<file path="src/rtl/uart_fifo_param.sv">
// Parametrised synchronous FIFO between the UART shift engines and the controller.
// Occupancy, almost-full/almost-empty thresholds, sticky error flags, synchronous
// flush, and a choice of fall-through or registered read data.
module uart_fifo_param #(
  parameter int unsigned DATA_W   = 8,
  parameter int unsigned ADDR_W   = 4,
  parameter int unsigned AF_LEVEL = 12,
  parameter int unsigned AE_LEVEL = 2,
  parameter bit          FWFT     = 1'b1
) (
  input  logic              baudClk,
  input  logic              reset_n,
  input  logic              clear,
  input  logic              wr,
  input  logic              rd,
  input  logic [DATA_W-1:0] data_in,
  output logic [DATA_W-1:0] data_out,
  output logic              full,
  output logic              empty,
  output logic              almost_full,
  output logic              almost_empty,
  output logic [ADDR_W:0]   count,
  output logic              overflow,
  output logic              underflow
);

  localparam int unsigned DEPTH = 2 ** ADDR_W;
  localparam int unsigned PTR_W = ADDR_W + 1;
  localparam logic [PTR_W-1:0] AF_CNT = PTR_W'(AF_LEVEL);
  localparam logic [PTR_W-1:0] AE_CNT = PTR_W'(AE_LEVEL);

  logic [DATA_W-1:0] mem [DEPTH];
  logic [PTR_W-1:0]  wptr;
  logic [PTR_W-1:0]  rptr;
  logic              en_read;
  logic              en_write;
  logic [DATA_W-1:0] head_word;

  // Status derived from the registered pointers; the MSB is the wrap bit.
  always_comb begin
    full         = (wptr[ADDR_W] != rptr[ADDR_W]) &&
                   (wptr[ADDR_W-1:0] == rptr[ADDR_W-1:0]);
    empty        = (wptr == rptr);
    count        = wptr - rptr;
    almost_full  = (count >= AF_CNT);
    almost_empty = (count <= AE_CNT);
  end

  // Accept rules: a read frees a slot, so a write into a full FIFO succeeds alongside it.
  always_comb begin
    en_read   = rd & ~empty;
    en_write  = wr & (~full | en_read);
    head_word = mem[rptr[ADDR_W-1:0]];
  end

  // Pointer update; flush has priority over any request in the same cycle.
  always_ff @(posedge baudClk or negedge reset_n) begin
    if (!reset_n) begin
      wptr <= '0;
      rptr <= '0;
    end else if (clear) begin
      wptr <= '0;
      rptr <= '0;
    end else begin
      if (en_write) wptr <= wptr + PTR_W'(1);
      if (en_read)  rptr <= rptr + PTR_W'(1);
    end
  end

  // Sticky error flags, cleared only by flush or reset.
  always_ff @(posedge baudClk or negedge reset_n) begin
    if (!reset_n) begin
      overflow  <= 1'b0;
      underflow <= 1'b0;
    end else if (clear) begin
      overflow  <= 1'b0;
      underflow <= 1'b0;
    end else begin
      if (wr & full & ~en_read) overflow  <= 1'b1;
      if (rd & empty)           underflow <= 1'b1;
    end
  end

  // Storage array; intentionally not reset or flushed.
  always_ff @(posedge baudClk) begin
    if (en_write && !clear) mem[wptr[ADDR_W-1:0]] <= data_in;
  end

  generate
    if (FWFT) begin : g_fwft
      // Head of queue presented directly; zero while nothing is stored.
      always_comb begin
        data_out = empty ? '0 : head_word;
      end
    end else begin : g_reg
      logic [DATA_W-1:0] data_q;

      // Output register loads the head word on an accepted read and holds otherwise.
      always_ff @(posedge baudClk or negedge reset_n) begin
        if (!reset_n) begin
          data_q <= '0;
        end else if (clear) begin
          data_q <= '0;
        end else if (en_read) begin
          data_q <= head_word;
        end
      end

      assign data_out = data_q;
    end
  endgenerate

endmodule

</file>
<file path="config.mk">
export PLATFORM = sky130hd
export DESIGN_NAME = uart_fifo_param
export DESIGN_NICKNAME = d
export VERILOG_FILES = /design/src/rtl/uart_fifo_param.sv
export SDC_FILE = /design/constraint.sdc
export NUM_CORES = 1
export LEC_CHECK = 0
export ABC_AREA = 1
export CELL_PAD_IN_SITES_DETAIL_PLACEMENT = 1
export CELL_PAD_IN_SITES_GLOBAL_PLACEMENT = 2
export CORE_MARGIN = 8
export CORE_UTILIZATION = 35
export CTS_CLUSTER_SIZE = 16
export DETAILED_ROUTE_END_ITERATION = 8
export PLACE_DENSITY_LB_ADDON = 0.1
export RECOVER_POWER = 50
export SETUP_SLACK_MARGIN = 0.15
export SYNTH_ARGS = -nofsm -noshare
export SYNTH_HDL_FRONTEND = slang
export SYNTH_SLANG_ARGS = --single-unit
</file>
<file path="constraint.sdc">
create_clock -name baudClk -period 6.1 [get_ports baudClk]
set_input_delay 1.22 -clock baudClk [delete_from_list [all_inputs] [get_ports baudClk]]
set_output_delay 1.22 -clock baudClk [all_outputs]
set_load 0.005 [all_outputs]
</file>
==> results of run 1 <==
==> worst register-to-register path, delay by kind of cell (launching register included) <==
kind	cells	cell delay [ns]
AND/OR/NAND/NOR	6	1.45
buffers and inverters	2	0.56
flip-flops	1	0.64
adder cells (fa/ha/maj)	1	0.48
==> final timing paths <==
| check | start | end | slack, ns | depth (start not counted) |
|---|---|---|---|---|
| max | rptr[2] | data_out[2] | 1.54 | 8 |
| min | overflow | overflow | 0.51 | 2 |
| max reg2reg | rptr[2] | mem[11][1] | 2.60 | 9 |
| min reg2reg | overflow | overflow | 0.51 | 2 |
| max in group asynchronous | reset_n | rptr[0] | 4.35 | 1 |
| min in group asynchronous | reset_n | underflow | 1.27 | 1 |
==> layer usage <==
| metal | track usage (%) | wire length, microns | vias up |
|---|---|---|---|
| met2 | 28.6 | 9360 | 56 |
| met1 | 19.7 | 8140 | 2184 |
| li1 | - | - | 2205 |
| met4 | 5.56 | 270 | 0 |
| met3 | 2.55 | 395 | 20 |
| met5 | 0 | 0 | - |
==> per-stage QoR <==
stage / instance area, sq um / hold slack, ns / power (uW) / util [%]
CTS: 7670 / 0.528 / 3170 / 41.4
global route: 7650 / 0.568 / 3290 / 41.3
detailed placement: 7040 / 0.514 / 2050 / 38.0
global placement: 7040 / 0.487 / 2030 / 38.0
floorplan: 6540 / 0.486 / 1620 / -
finish: 7650 / 0.506 / 3120 / 41.3
==> cells by family (layout without fill, tap and decap cells) <==
kind of cell               Yosys count  count (layout)
DFF                                140             140
buffers and inverters              135             175
AOI/OAI and AO/OA                   18              18
xor gates and xnor gates            10              10
adders and majority gates           10              10
and+or+nand+nor                    362             362
==> sequential cells by signal (all words and copies together), names as in the netlist <==
name and flops:
mem 128, rptr 5, wptr 5, underflow 1, overflow 1
==> placed cells by master (no fill, tap or decap), drive strengths merged <==
cell type,netlist,layout
nand3,79,79
edfxtp,128,128
clkinv,4,6
buf,19,4
dlygate4sd3,0,11
fa,1,1
clkdlybuf4s50,0,20
bufinv,0,5
nand4,1,1
a21oi,11,11
clkinvlp,0,2
clkbuf,7,20
o21a,1,1
xor2,9,9
nand2,255,255
o21ai,5,5
dfrtp,12,12
nor2,27,27
a31oi,1,1
inv,105,107
ha,9,9
xnor2,1,1
==> area by class of cell <==
cell class / instances / area [sq um]
inverters: 109 / 412
repair buffers: 35 / 340
flip-flops and latches: 140 / 4150
multi-input cells: 400 / 1840
clock buffers: 20 / 437
well taps: 234 / 293
fillers: 2121 / 10900
clock inverters: 11 / 190
==> power by group through the flow <==
stage                     combinational (uW)  clock (uW)  sequential, uW
after global routing                    1030        1170            1080
final                                    920        1120            1080
after floorplan                          526           0            1090
after global placement                   931           0            1100
after CTS                                957        1130            1080
after detailed placement                 950           0            1100
==> out/metrics.sh, run 1 <==
REPORT.FINAL.SETUP_VIOL=0
SYNTH_LARGEST_TYPE_AREA_FRACTION_PCT=58.8
DOMINANT_COMBINATIONAL_CELL_FAMILY_BY_AREA_AFTER_SYNTHESIS='simple AND/OR/NAND/NOR gates'
GLOBALROUTEOVERFLOWTOTAL=0
IO-PIN-COUNT=32
PLACED_CELLS=918
POWERDENSITY_nW_PER_UM2=408
DETAILEDPLACEMENTHPWL_MICRONS=11700
DRIVE_ABOVE_1_SHARE_PCT=6.43
SEQPWRFRAC_PCT=34.7
WORST_PATH_MAXIMUM_FANOUT=13
WORST_CLOCK_SKEW_NS=0.0115
MAX_SLEW_VIO_COUNT=0
SYNTH_SIMPLE_GATE_AREA_SHARE_PCT=23.4
SLOWEST_STAGE='sky130_fd_sc_hd__dfrtp_1'
SYNTHESIZED_AREA_FRACTION_OCCUPIED_BY_AO_OA_AOI_AND_OAI_CELLS_PCT=1.43
OUTCOME='completed'
YS.WARNINGS.COUNT=0
SYNTHESIS.AREA_SQ_UM=6540
MAX-CAP-VIOLATIONS=0
POST-ROUTE-DRC-COUNT=0
FINAL_NET_COUNT=726
CLK_PATH_BUF_DEPTH=2
FIRST_PASS_GRT_WIRE_LENGTH_MICRONS=28400
MAXIMUM_VDD_DROP_mV=0.244
NUMCLOCKSINKS=140
ROUTED_WIRE_LENGTH_PER_INSTANCE_MICRONS=19.1
CRITICAL_PATH_ARRIVAL_NS=3.34
CLKSLEWWORSTSETUPHOLDPATHS_NS=0.06
FINAL_PERIOD_MINUS_WORST_SETUP_SLACK_NS=4.56
SWITCHING_POWER_uW=988
YOSYS.AREA_SHARE.XOR_XNOR_PCT=1.45
SYNTH.LIB_CELLS_USED.DISTINCT=25
POSTSYNTHAREAPERCELL_SQ_UM=9.69
VIAS_PER_INSTANCE=4.70
CRITICAL_PATH.N_BUFFERS_INVERTERS=4
P_COMB_SHARE_PCT=29.5
POST-ROUTE-WORST-SETUP-SLACK_NS=1.54
SYNTH.MUX.AREA_FRACTION_PCT=0
SYNTH_TOP_CELLS_BY_COUNT='sky130_fd_sc_hd__nand2_1, sky130_fd_sc_hd__edfxtp_1, sky130_fd_sc_hd__inv_1'
YOSYS.CELL_COUNT.TOP_TYPE='sky130_fd_sc_hd__nand2_1'
TOTAL_VIA_COUNT_AFTER_DETAILED_ROUTING=4465
FIRST_PASS_ITERS=4
SWITCHING_SHARE_PCT=31.7
LAYOUT-AREA-OVERHEAD-VS-SYNTH_PCT=17.0
GP_CONGESTION=0.737
P_LEAK_uW=0.00326
CTSROOTBUFFERMASTER='sky130_fd_sc_hd__clkbuf_16'
TRITONCTS.NUM_BUFFERS=17
MAX-SLEW-MARGIN-REL_PCT=38.5
TIMING.FMAX_MHz=219
SYNTHESIS.INSTANCES=675
YS_SEQ_AREA_SHARE_PCT=63.4
HTREE_LEVELS=4
CRITPATHREQUIREDTIME_NS=4.88
WORST-SLEW-PIN-TRANSITION_NS=0.920
DETAILEDPLACE.WORSTSLACK_NS=1.85
SYNTH_NETS=698
PWR-SHARE-CLK_PCT=35.8
WORSTPATHCELLLIST='clkinv_1, ha_1, nand4_1, inv_1, nand2_1, clkinv_1, a21oi_1, clkdlybuf4s50_1'
ANT_NETS=0
FIN_CRIT_SH_PCT=74.8
DIE_H_MICRONS=153
WORST-SETUP-PATH-TYPE='reg2out'
TIMING.CRITICAL_PATH.SLOWEST_CELL_DELAY_NS=0.64
CTS_RESIZED=0
SYNTH.TOP_CELLS.BY_AREA='sky130_fd_sc_hd__edfxtp_1, sky130_fd_sc_hd__nand2_1, sky130_fd_sc_hd__nand3_1'
CRITICAL-PATH-TOP-DELAY-FAMILY='buffers and inverters'
SETUP_TNS_NS=0
AREA_OF_THE_DIE_SQ_UM=23300
CTS_POST_SETUP_BUFFERS_INSERTED=0
HOLD_REMOVAL_PATH_CLASS='reg2reg'
TIMING.CRITICAL_PATH.TO_TYPE='output pin'
DIE-WIDTH_MICRONS=153
SYNTH_TOP_FLOP_CELL='sky130_fd_sc_hd__edfxtp_1'
P_INT_uW=2130
ASYNCSETRESETFLOPFRACSYNTH_PCT=8.57
FINISH.CELL_COUNT_WITHOUT_FILLERS=949
WORST_PATH_MOST_REPEATED_CELL='sky130_fd_sc_hd__clkinv_1'
POSTCTSHOLDBUFS=0
GRT_SETUP_UNREPAIRED='no'
FINALHOLDVIOLCOUNT=0
CRITICAL_PATH.STARTPOINT_TYPE='flop'
SYNTH_ENABLE_FLOP_CELLS=128
INITIAL_UTILIZATION_PCT=35.3
ANTENNADIODECOUNT=0
DRT-INITIAL-DRC-COUNT=189
PLACE.PORT_BUFFERS=31
NUMBER_OF_GLOBAL_ROUTE_VIAS_BEFORE_REPAIR=4871
ANTENNA_FOUND_INITIAL=0
COREAREA_SQ_UM=18500
SYNTHADDERAREAFRAC_PCT=2.03
YOSYSTOPAREACELL='sky130_fd_sc_hd__edfxtp_1'
ROW_COUNT=50
INSERTION_DELAY_TO_THE_LATER_SINK_OF_THE_WORST_SKEW_PAIR_NS=0.42
OVERALL_ROUTED_NET_LENGTH_MICRONS=18200
GLOBAL_ROUTE.USAGE.TOTAL_PCT=16.2
YS_FF_LATCH=140
TRITONCTS_CLOCK_TREE='built'
GRT_START_MAX_NET_PINS=68
Power figures use the tool's default switching activity.
==> run 2: changes to the inputs <==
clock period = 4.75 ns   (was 6.1 ns; I/O delays follow)
==> run 2 against run 1 <==
Effect of this change:
- via count rose by 0.99%
- global-route usage fell by 0.13 points
- power rose by 28%
- routed wire length fell by 0.51%
- count of clock-buffer cells in the layout fell by 2
- clock skew fell by 0.0052 ns
- die area did not move
- sequential share of layout area barely moved
- combinational power rose by 27%
- worst hold slack got worse by 0.014 ns
- critical path type unchanged
- largest cell class unchanged
- highest routed layer unchanged
==> out/metrics.sh, run 2 (synthesis results as in run 1) <==
NUMBER_OF_FLIP_FLOPS_IN_THE_LARGEST_REGISTER=128
GRT_START_MAX_NET_PINS=49
MET1_LENGTH_MICRONS=8120
CRITICAL-PATH-TOP-DELAY-FAMILY='buffers and inverters'
PLACE.PORT_BUFFERS=31
INITIAL_UTILIZATION_PCT=35.3
DETAILROUTE.WIRELENGTH.MET2_MICRONS=9330
CLK_PATH_BUF_DEPTH=2
CRITPATHREQUIREDTIME_NS=3.80
LAYOUT-AREA-OVERHEAD-VS-SYNTH_PCT=17.1
LAYOUT_COMMON_CELLS='sky130_fd_sc_hd__nand2_1, sky130_fd_sc_hd__edfxtp_1, sky130_fd_sc_hd__inv_1, sky130_fd_sc_hd__nand3_1, sky130_fd_sc_hd__clkdlybuf4s50_1'
TOTAL_VIA_COUNT_AFTER_DETAILED_ROUTING=4509
SLOWEST_STAGE='sky130_fd_sc_hd__clkdlybuf4s50_1'
MAXIMUM_VDD_DROP_mV=0.245
HOLD_WS_NS=0.492
REPORT.FINAL.SETUP_VIOL=0
GRT_SETUP_UNREPAIRED='no'
POST-ROUTE-DRC-COUNT=0
TIMING.CRITICAL_PATH.SLOWEST_CELL_DELAY_NS=0.53
TRITONCTS_CLOCK_TREE='built'
OVERALL_ROUTED_NET_LENGTH_MICRONS=18100
DIE-WIDTH_MICRONS=153
FINALHOLDVIOLCOUNT=0
MAX_SLEW_VIO_COUNT=0
GLOBALROUTEOVERFLOWTOTAL=0
COREAREA_SQ_UM=18500
MAXUSEDROUTINGLAYER='met4'
ANTENNA_FOUND_INITIAL=0
WORST_PATH_MAXIMUM_FANOUT=13
PLACEMENT.CELL_AREA_SQ_UM=7060
HTREE_LEVELS=4
ANT_NETS=0
AREA_OF_THE_DIE_SQ_UM=23300
ROW_COUNT=50
CTS_POST_SETUP_BUFFERS_INSERTED=0
FINALINSTANCEAREA_SQ_UM=7660
CTSROOTBUFFERMASTER='sky130_fd_sc_hd__clkbuf_16'
DRIVE_ABOVE_1_SHARE_PCT=7.24
WORST_PATH_MOST_REPEATED_CELL='sky130_fd_sc_hd__clkinv_1'
TIMING.CRITICAL_PATH.TO_TYPE='output pin'
FIRST_PASS_GRT_WIRE_LENGTH_MICRONS=28000
WORST-SETUP-PATH-TYPE='reg2out'
CRITICAL_PATH_ARRIVAL_NS=3.14
WORST_CLOCK_SKEW_NS=0.00628
GLOBAL_ROUTE.USAGE.TOTAL_PCT=16.1
P_LEAK_uW=0.00326
POWERDENSITY_nW_PER_UM2=521
CRITICAL_PATH.STARTPOINT_TYPE='flop'
VIAS_PER_INSTANCE=4.74
FINAL_NET_COUNT=728
GP_CONGESTION=0.777
FIRST_PASS_ITERS=4
INSERTION_DELAY_TO_THE_LATER_SINK_OF_THE_WORST_SKEW_PAIR_NS=0.42
MET3ROUTEDLENGTH_MICRONS=258
WORST-SLEW-PIN-TRANSITION_NS=0.983
WORSTPATHCELLLIST='buf_4, clkinv_1, ha_1, nand4_1, inv_1, nand2_1, clkinv_1, a21oi_1, clkdlybuf4s50_1'
IO-PIN-COUNT=32
ANTENNADIODECOUNT=0
HOLD_REMOVAL_PATH_CLASS='reg2reg'
CLKSLEWWORSTSETUPHOLDPATHS_NS=0.06
ROUTED_WIRE_LENGTH_PER_INSTANCE_MICRONS=19.0
TIMING.FMAX_MHz=245
MOSTFREQUENTLAYOUTCELL='sky130_fd_sc_hd__nand2_1'
NUMCLOCKSINKS=140
OUTCOME='completed'
DETAILEDPLACEMENTHPWL_MICRONS=11700
CTS_RESIZED=0
FIN_CRIT_SH_PCT=86.0
TRITONCTS.NUM_BUFFERS=17
MAX-SLEW-MARGIN-REL_PCT=34.2
FINAL_PERIOD_MINUS_WORST_SETUP_SLACK_NS=4.09
NUMBER_OF_GLOBAL_ROUTE_VIAS_BEFORE_REPAIR=4826
CRITICAL_PATH.N_BUFFERS_INVERTERS=5
POSTCTSHOLDBUFS=0
DRT-INITIAL-DRC-COUNT=175
MAX-CAP-VIOLATIONS=0
SETUP_TNS_NS=0
DIE_H_MICRONS=153
run 2: layer usage:
layer,vias up,track usage [%]
met5,-,0
met4,0,6.27
met3,24,2.55
met2,38,28.7
met1,2241,19.0
li1,2206,-
run 2: power by group:
group,internal [uW],switching (uW)
sequential,1370,28.5
combinational,447,727
clock,881,539
total,2700,1290
run 2: area by class of cell:
cell class | count | area (sq um)
clock inverter | 14 | 194
inverter | 109 | 412
clock buffer | 18 | 429
multi-input combinational | 400 | 1830
fill | 2082 | 10900
sequential | 140 | 4150
tap | 234 | 293
timing repair buffer | 37 | 355
run 2: worst paths after layout:
kind | cells past startpoint | start | slack (ns) | end
setup reg to reg | 10 | rptr[2] | 1.29 | mem[11][4]
min in group asynchronous | 1 | reset_n | 0.98 | rptr[4]
hold reg to reg | 1 | underflow | 0.49 | underflow
setup / recovery | 9 | rptr[2] | 0.66 | data_out[1]
max in group asynchronous | 1 | reset_n | 3.32 | rptr[0]
hold / removal | 1 | underflow | 0.49 | underflow
run 2: through the flow:
step / instances / setup WS, ns / total power (uW) / utilization (%)
5_1_grt: 952 / 0.490 / 4200 / 41.4
3_3_place_gp: 920 / 1.15 / 2610 / 38.1
3_5_place_dp: 920 / 1.03 / 2630 / 38.1
6_report: 952 / 0.665 / 3990 / 41.4
4_1_cts: 952 / 0.547 / 4070 / 41.5
2_1_floorplan: 675 / 2.00 / 2080 / -
==> run 3: changes to the inputs <==
SETUP_SLACK_MARGIN = default   (was 0.15)
==> results of run 3 <==
No change in the layout: final DEF, timing and power equal those of run 2.
